## config.mk

```make
export PLATFORM = sky130hd
export DESIGN_NAME = mmio_timer
export DESIGN_NICKNAME = d
export VERILOG_FILES = /design/src/rtl/mmio_timer_pkg.sv /design/src/rtl/timer_prescaler.sv /design/src/rtl/mmio_timer.sv
export SDC_FILE = /design/constraint.sdc
export NUM_CORES = 1
export LEC_CHECK = 0
export ABC_AREA = 1
export CELL_PAD_IN_SITES_DETAIL_PLACEMENT = 1
export CELL_PAD_IN_SITES_GLOBAL_PLACEMENT = 2
export CORE_ASPECT_RATIO = 0.5
export CORE_MARGIN = 4
export CORE_UTILIZATION = 33
export DETAILED_ROUTE_END_ITERATION = 10
export GPL_TIMING_DRIVEN = 0
export PLACE_DENSITY = 0.79
export SKIP_CTS_REPAIR_TIMING = 1
export SLEW_MARGIN = 20
export SYNTH_ARGS = -nofsm -noshare
export SYNTH_HDL_FRONTEND = slang
export SYNTH_SLANG_ARGS = --single-unit
```

## constraint.sdc

```tcl
create_clock -name clock -period 2.1 [get_ports clock]
set_input_delay 0.63 -clock clock [delete_from_list [all_inputs] [get_ports clock]]
set_output_delay 0.63 -clock clock [all_outputs]
set_load 0.03 [all_outputs]
```

## src/rtl/mmio_timer_pkg.sv

```systemverilog
// Shared constants for mmio_timer: register offsets, CONTROL bit indices,
// bus handshake state encoding and the default COMPARE reset value.
package mmio_timer_pkg;

    localparam logic [1:0] ADDR_COUNT    = 2'd0;
    localparam logic [1:0] ADDR_COMPARE  = 2'd1;
    localparam logic [1:0] ADDR_CONTROL  = 2'd2;
    localparam logic [1:0] ADDR_PRESCALE = 2'd3;

    localparam int CTRL_EN      = 0;
    localparam int CTRL_AUTOCLR = 1;
    localparam int CTRL_IE      = 2;
    localparam int CTRL_PEND    = 3;

    typedef enum logic {
        ST_IDLE = 1'b0,
        ST_ACK  = 1'b1
    } bus_state_t;

    localparam logic [31:0] COMPARE_RESET_DEFAULT = 32'hFFFF_FFFF;

endpackage

```

## src/rtl/timer_prescaler.sv

```systemverilog
// Tick divider for mmio_timer: one tick every limit+1 enabled cycles.
// Used only when MMIO_TIMER_PRESCALER_EN is defined.
module timer_prescaler (
    input  logic        clock,
    input  logic        reset_n,
    input  logic        enable,
    input  logic        clear,
    input  logic [15:0] limit,
    output logic        tick
);

    logic [15:0] cnt_q;
    logic        at_limit;

    assign at_limit = (cnt_q == limit);
    assign tick     = enable & at_limit;

    always_ff @(posedge clock or negedge reset_n) begin
        if (!reset_n) begin
            cnt_q <= '0;
        end else if (clear || !enable || at_limit) begin
            cnt_q <= '0;
        end else begin
            cnt_q <= cnt_q + 16'd1;
        end
    end

endmodule

```

## src/rtl/mmio_timer.sv

```systemverilog
// Memory-mapped timer with COUNT/COMPARE/CONTROL/PRESCALE registers, four-phase
// Read/Write/Ack responder and level interrupt. Prescaler: MMIO_TIMER_PRESCALER_EN.
//
// state   | meaning
// --------+-----------------------------------------------------------
// ST_IDLE | waiting for Read/Write; performs exactly one access on entry
// ST_ACK  | Ack high until the requester drops both Read and Write
module mmio_timer
    import mmio_timer_pkg::*;
#(
    parameter logic [31:0] COMPARE_RESET = COMPARE_RESET_DEFAULT
) (
    input  logic        clock,
    input  logic        reset_n,
    input  logic        Read,
    input  logic        Write,
    input  logic [1:0]  Address,
    input  logic [31:0] DataIn,
    output logic [31:0] DataOut,
    output logic        Ack,
    output logic        Interrupt
);

    bus_state_t  state_q, state_d;
    logic        access;
    logic        wr_en, rd_en;
    logic        wr_count, wr_compare, wr_control;
    logic [31:0] count_q, compare_q, rd_data;
    logic        en_q, autoclr_q, ie_q, pend_q;
    logic        tick, match;

    always_comb begin
        state_d = state_q;
        access  = 1'b0;
        case (state_q)
            ST_IDLE: begin
                if (Read || Write) begin
                    access  = 1'b1;
                    state_d = ST_ACK;
                end
            end
            ST_ACK: begin
                if (!Read && !Write) state_d = ST_IDLE;
            end
            default: state_d = ST_IDLE;
        endcase
    end

    assign wr_en      = access & Write;
    assign rd_en      = access & ~Write;
    assign wr_count   = wr_en & (Address == ADDR_COUNT);
    assign wr_compare = wr_en & (Address == ADDR_COMPARE);
    assign wr_control = wr_en & (Address == ADDR_CONTROL);
    assign Ack        = (state_q == ST_ACK);

`ifdef MMIO_TIMER_PRESCALER_EN
    logic [15:0] prescale_q;
    logic        wr_prescale;

    assign wr_prescale = wr_en & (Address == ADDR_PRESCALE);

    always_ff @(posedge clock or negedge reset_n) begin
        if (!reset_n) prescale_q <= '0;
        else if (wr_prescale) prescale_q <= DataIn[15:0];
    end

    timer_prescaler u_prescaler (
        .clock   (clock),
        .reset_n (reset_n),
        .enable  (en_q),
        .clear   (wr_prescale),
        .limit   (prescale_q),
        .tick    (tick)
    );
`else
    assign tick = en_q;
`endif

    // Compare against the pre-update COUNT so the matched value is visible for one tick.
    assign match = tick & (count_q == compare_q);

    always_comb begin
        rd_data = '0;
        case (Address)
            ADDR_COUNT:   rd_data = count_q;
            ADDR_COMPARE: rd_data = compare_q;
            ADDR_CONTROL: rd_data = {28'd0, pend_q, ie_q, autoclr_q, en_q};
`ifdef MMIO_TIMER_PRESCALER_EN
            ADDR_PRESCALE: rd_data = {16'd0, prescale_q};
`endif
            default:      rd_data = '0;
        endcase
    end

    always_ff @(posedge clock or negedge reset_n) begin
        if (!reset_n) begin
            state_q   <= ST_IDLE;
            count_q   <= '0;
            compare_q <= COMPARE_RESET;
            en_q      <= 1'b0;
            autoclr_q <= 1'b0;
            ie_q      <= 1'b0;
            pend_q    <= 1'b0;
            Interrupt <= 1'b0;
            DataOut   <= '0;
        end else begin
            state_q <= state_d;

            if (wr_count) count_q <= DataIn;
            else if (tick) count_q <= (match && autoclr_q) ? 32'd0 : count_q + 32'd1;

            if (wr_compare) compare_q <= DataIn;

            if (wr_control) begin
                en_q      <= DataIn[CTRL_EN];
                autoclr_q <= DataIn[CTRL_AUTOCLR];
                ie_q      <= DataIn[CTRL_IE];
            end

            if (match) pend_q <= 1'b1;
            else if (wr_control && DataIn[CTRL_PEND]) pend_q <= 1'b0;

            Interrupt <= pend_q & ie_q;

            // Writes echo the written word so a held request keeps a stable DataOut.
            if (wr_en) DataOut <= DataIn;
            else if (rd_en) DataOut <= rd_data;
        end
    end

endmodule
```

==> metrics.txt, run 1 <==
Gate power share 0.385; Synth Net Count 814; crit end category output port; relative max-transition margin 0.529; setup slack at placement -0.778 ns; DRC viols 0; yosys warns 0; final net count 908; CP max-delay cell clkdlybuf4s50_1; drt pass-1 iters 4; synthesized area per cell 7.57 sq um; clk root buf clkbuf_16; post-route cell area 0.00747 sq mm; Power Dens Cells 1090 mW/mm^2; crit-path max FO 2; routed vias 5676; CP Launch Type flip-flop; Max VDD drop 0.444 mV; Port Buffer Count 71; Seq cells post-synth 102; Setup crit end DataOut[31]; Seq/Total Area, Yosys 0.442; final-layout fill cell count 2131; FFs w/ async S/R, synth 1.00; die height 102 um; Post-synth EDFFs 0; switching share of total power 0.402; post-synthesis cell area 0.00587 sq mm; largest net degree at the start of global routing 68; Max H-tree Level 3; P_leak 3.18 nW; R2R depth 12; Setup WS post-layout 0.0190 ns; CTS sink count 102; HPWL after DPL 15900 um; synth top area cells dfrtp_1, dfstp_2, nand2_1; Die Wd 197 um; GRT overflow 0; clock power share 0.220; status complete, no violations; All-Layer GR Usage 0.213; CP peak stage delay 0.69 ns; CTS clk-pin slew, worst paths 0.08 ns; Worst R2R Setup Slack 0.09 ns; worst path cell trace clkdlybuf4s50_1; Buf/Inv on CP 1; origin of the critical flop-to-flop path compare_q[13]; critical path arrival 1.45 ns; crit path kind flip-flop to output port; HP Class input port to async pin; die area 0.0201 sq mm; Routed WL per cell 19.4 um; Net Sw Power 3.28 mW; PnR Total Power 8.15 mW; instance count on the critical path 1; CP startpoint DataOut[31]; initial antenna violation count 0; DP Area 0.00690 sq mm; TNS Setup 0 ns; Int Power 4.87 mW; Worst Skew 0.00965 ns; top cells by count, synth nand2_1, inv_1, dfrtp_1; Synth area leader dfrtp_1; RSZ-0062 raised after global routing true; Layout area overhead 27.3%; Final period util 0.991; # IOs 72; fin. max-slew vios 0; final hold viol count 0; Post-synth top flop dfrtp_1; Setup-failing EPs final 0; count leader, synth nand2_1; vias in the first global route 5515; max-cap viol count 0; Worst-Margin Slew 0.706 ns; ANT cells 0; core area 0.0174 sq mm; CP delay by family, top buffers and inverters; distinct cell type count after synthesis 29; CTS tree built; worst endpoint required time 1.47 ns; FP Rows 34; first-pass GRT wire length 32800 um; Clock Path Buffers 2; routability congestion estimate 0.894; Max Fclk 481 MHz; total wire length after detailed routing 21500 um; initial cell density of the core 0.337; iteration-0 DRC count of the detailed router 360; routed vias/inst 5.12; Synth Instances 775; layout cell share with drive strength beyond 1 0.133; hold slack 0.165 ns; Seq pwr share 0.395; CTS Buf Count 9; Final ANT Viol Nets 0; worst skew pair latency 0.36 ns; Reg-to-Reg End count_q[12]; post-synth top area share 0.299; clock period minus worst slack 2.08 ns
## per-stage QoR
step                      std cells   util
after detailed placement       1081  0.396
after floorplan                 775      -
after global routing           1108  0.429
after global placement         1080  0.395
after CTS                      1097  0.414
final                          1108  0.429
## cells by family (layout without fill, tap and decap cells)
logic type                 Yosys count  count (layout)  share of synthesized area
and+or+nand+nor                    318             319                      0.220
AOI/OAI and AO/OA                  179             179                      0.194
buffers and inverters              144             242                     0.0960
DFF                                102             102                      0.442
xor gates and xnor gates            31              31                     0.0463
adders and majority gates            1               1                    0.00213
## worst min path at each step
stage | startpoint | end | slack, ns | depth (start not counted)
floorplan | reset_n | Ack | 0.33 | 0
global placement | compare_q[19] | compare_q[19] | 0.48 | 2
detailed placement | ie_q | Interrupt | 0.48 | 2
CTS | reset_n | DataOut[16] | 0.17 | 1
global route | reset_n | DataOut[16] | 0.18 | 1
finish | reset_n | DataOut[16] | 0.17 | 1
## placed cells by master, fill, tap and decap left out, types with 3 or more instances in the layout
cell / instances
nand2_2: 3
a21oi_1: 10
clkbuf_2: 7
inv_1: 107
clkdlybuf4s50_1: 69
clkbuf_4: 3
buf_4: 10
o22ai_1: 58
o211ai_1: 28
nor3_1: 10
nand3_1: 13
clkinvlp_4: 4
clkbuf_16: 9
nand4_1: 6
o21ai_0: 49
xor2_1: 24
clkbuf_1: 5
buf_8: 6
nor2_4: 7
buf_2: 6
nor2_1: 46
dfrtp_1: 69
nand2_1: 221
xnor2_1: 7
dfstp_2: 32
o21bai_1: 29
o221ai_1: 4
nor2_2: 6
inv_2: 6
## sequential cells by signal, indices dropped and copies added, names as in the netlist
register,cells
Interrupt,1
en_q,1
DataOut,32
autoclr_q,1
Ack,1
count_q,32
compare_q,32
pend_q,1
ie_q,1
## final cells by class
type,count,area [sq um],share of cell area
Buffer,29,211,0.0283
Tap cell,234,293,0.0392
Sequential cell,102,2590,0.347
Inverter,115,438,0.0586
Clock buffer,11,253,0.0338
Clock inverter,5,57.6,0.00771
Timing Repair Buffer,82,817,0.109
Multi-Input combinational cell,530,2810,0.376
## power groups by stage
stage	combinational, mW	clock, mW	sequential, mW
2_1_floorplan	1.81	0	3.30
3_3_place_gp	2.87	0	3.21
3_5_place_dp	2.94	0	3.23
4_1_cts	2.97	1.84	3.21
5_1_grt	3.46	1.92	3.31
6_report	3.13	1.80	3.22
## metal layers
layer / track usage / up-vias / wire length, um
li1: - / 2710 / -
met2: 0.304 / 116 / 8630
met3: 0.0375 / 8 / 1010
met1: 0.340 / 2842 / 11800
met4: 0.0290 / 0 / 104
met5: 0 / - / 0
Power figures use the tool's default switching activity.
==> run 2, diff against run 1 <==
--- a/config.mk
+++ b/config.mk
@@ -11,6 +11,7 @@
 export CORE_ASPECT_RATIO = 0.5
 export CORE_MARGIN = 4
 export CORE_UTILIZATION = 33
+export CTS_CLUSTER_SIZE = 12
 export DETAILED_ROUTE_END_ITERATION = 10
 export GPL_TIMING_DRIVEN = 0
 export PLACE_DENSITY = 0.79
==> results of run 2 <==
Same layout as run 1: the final DEF is identical, and so are final timing and power.
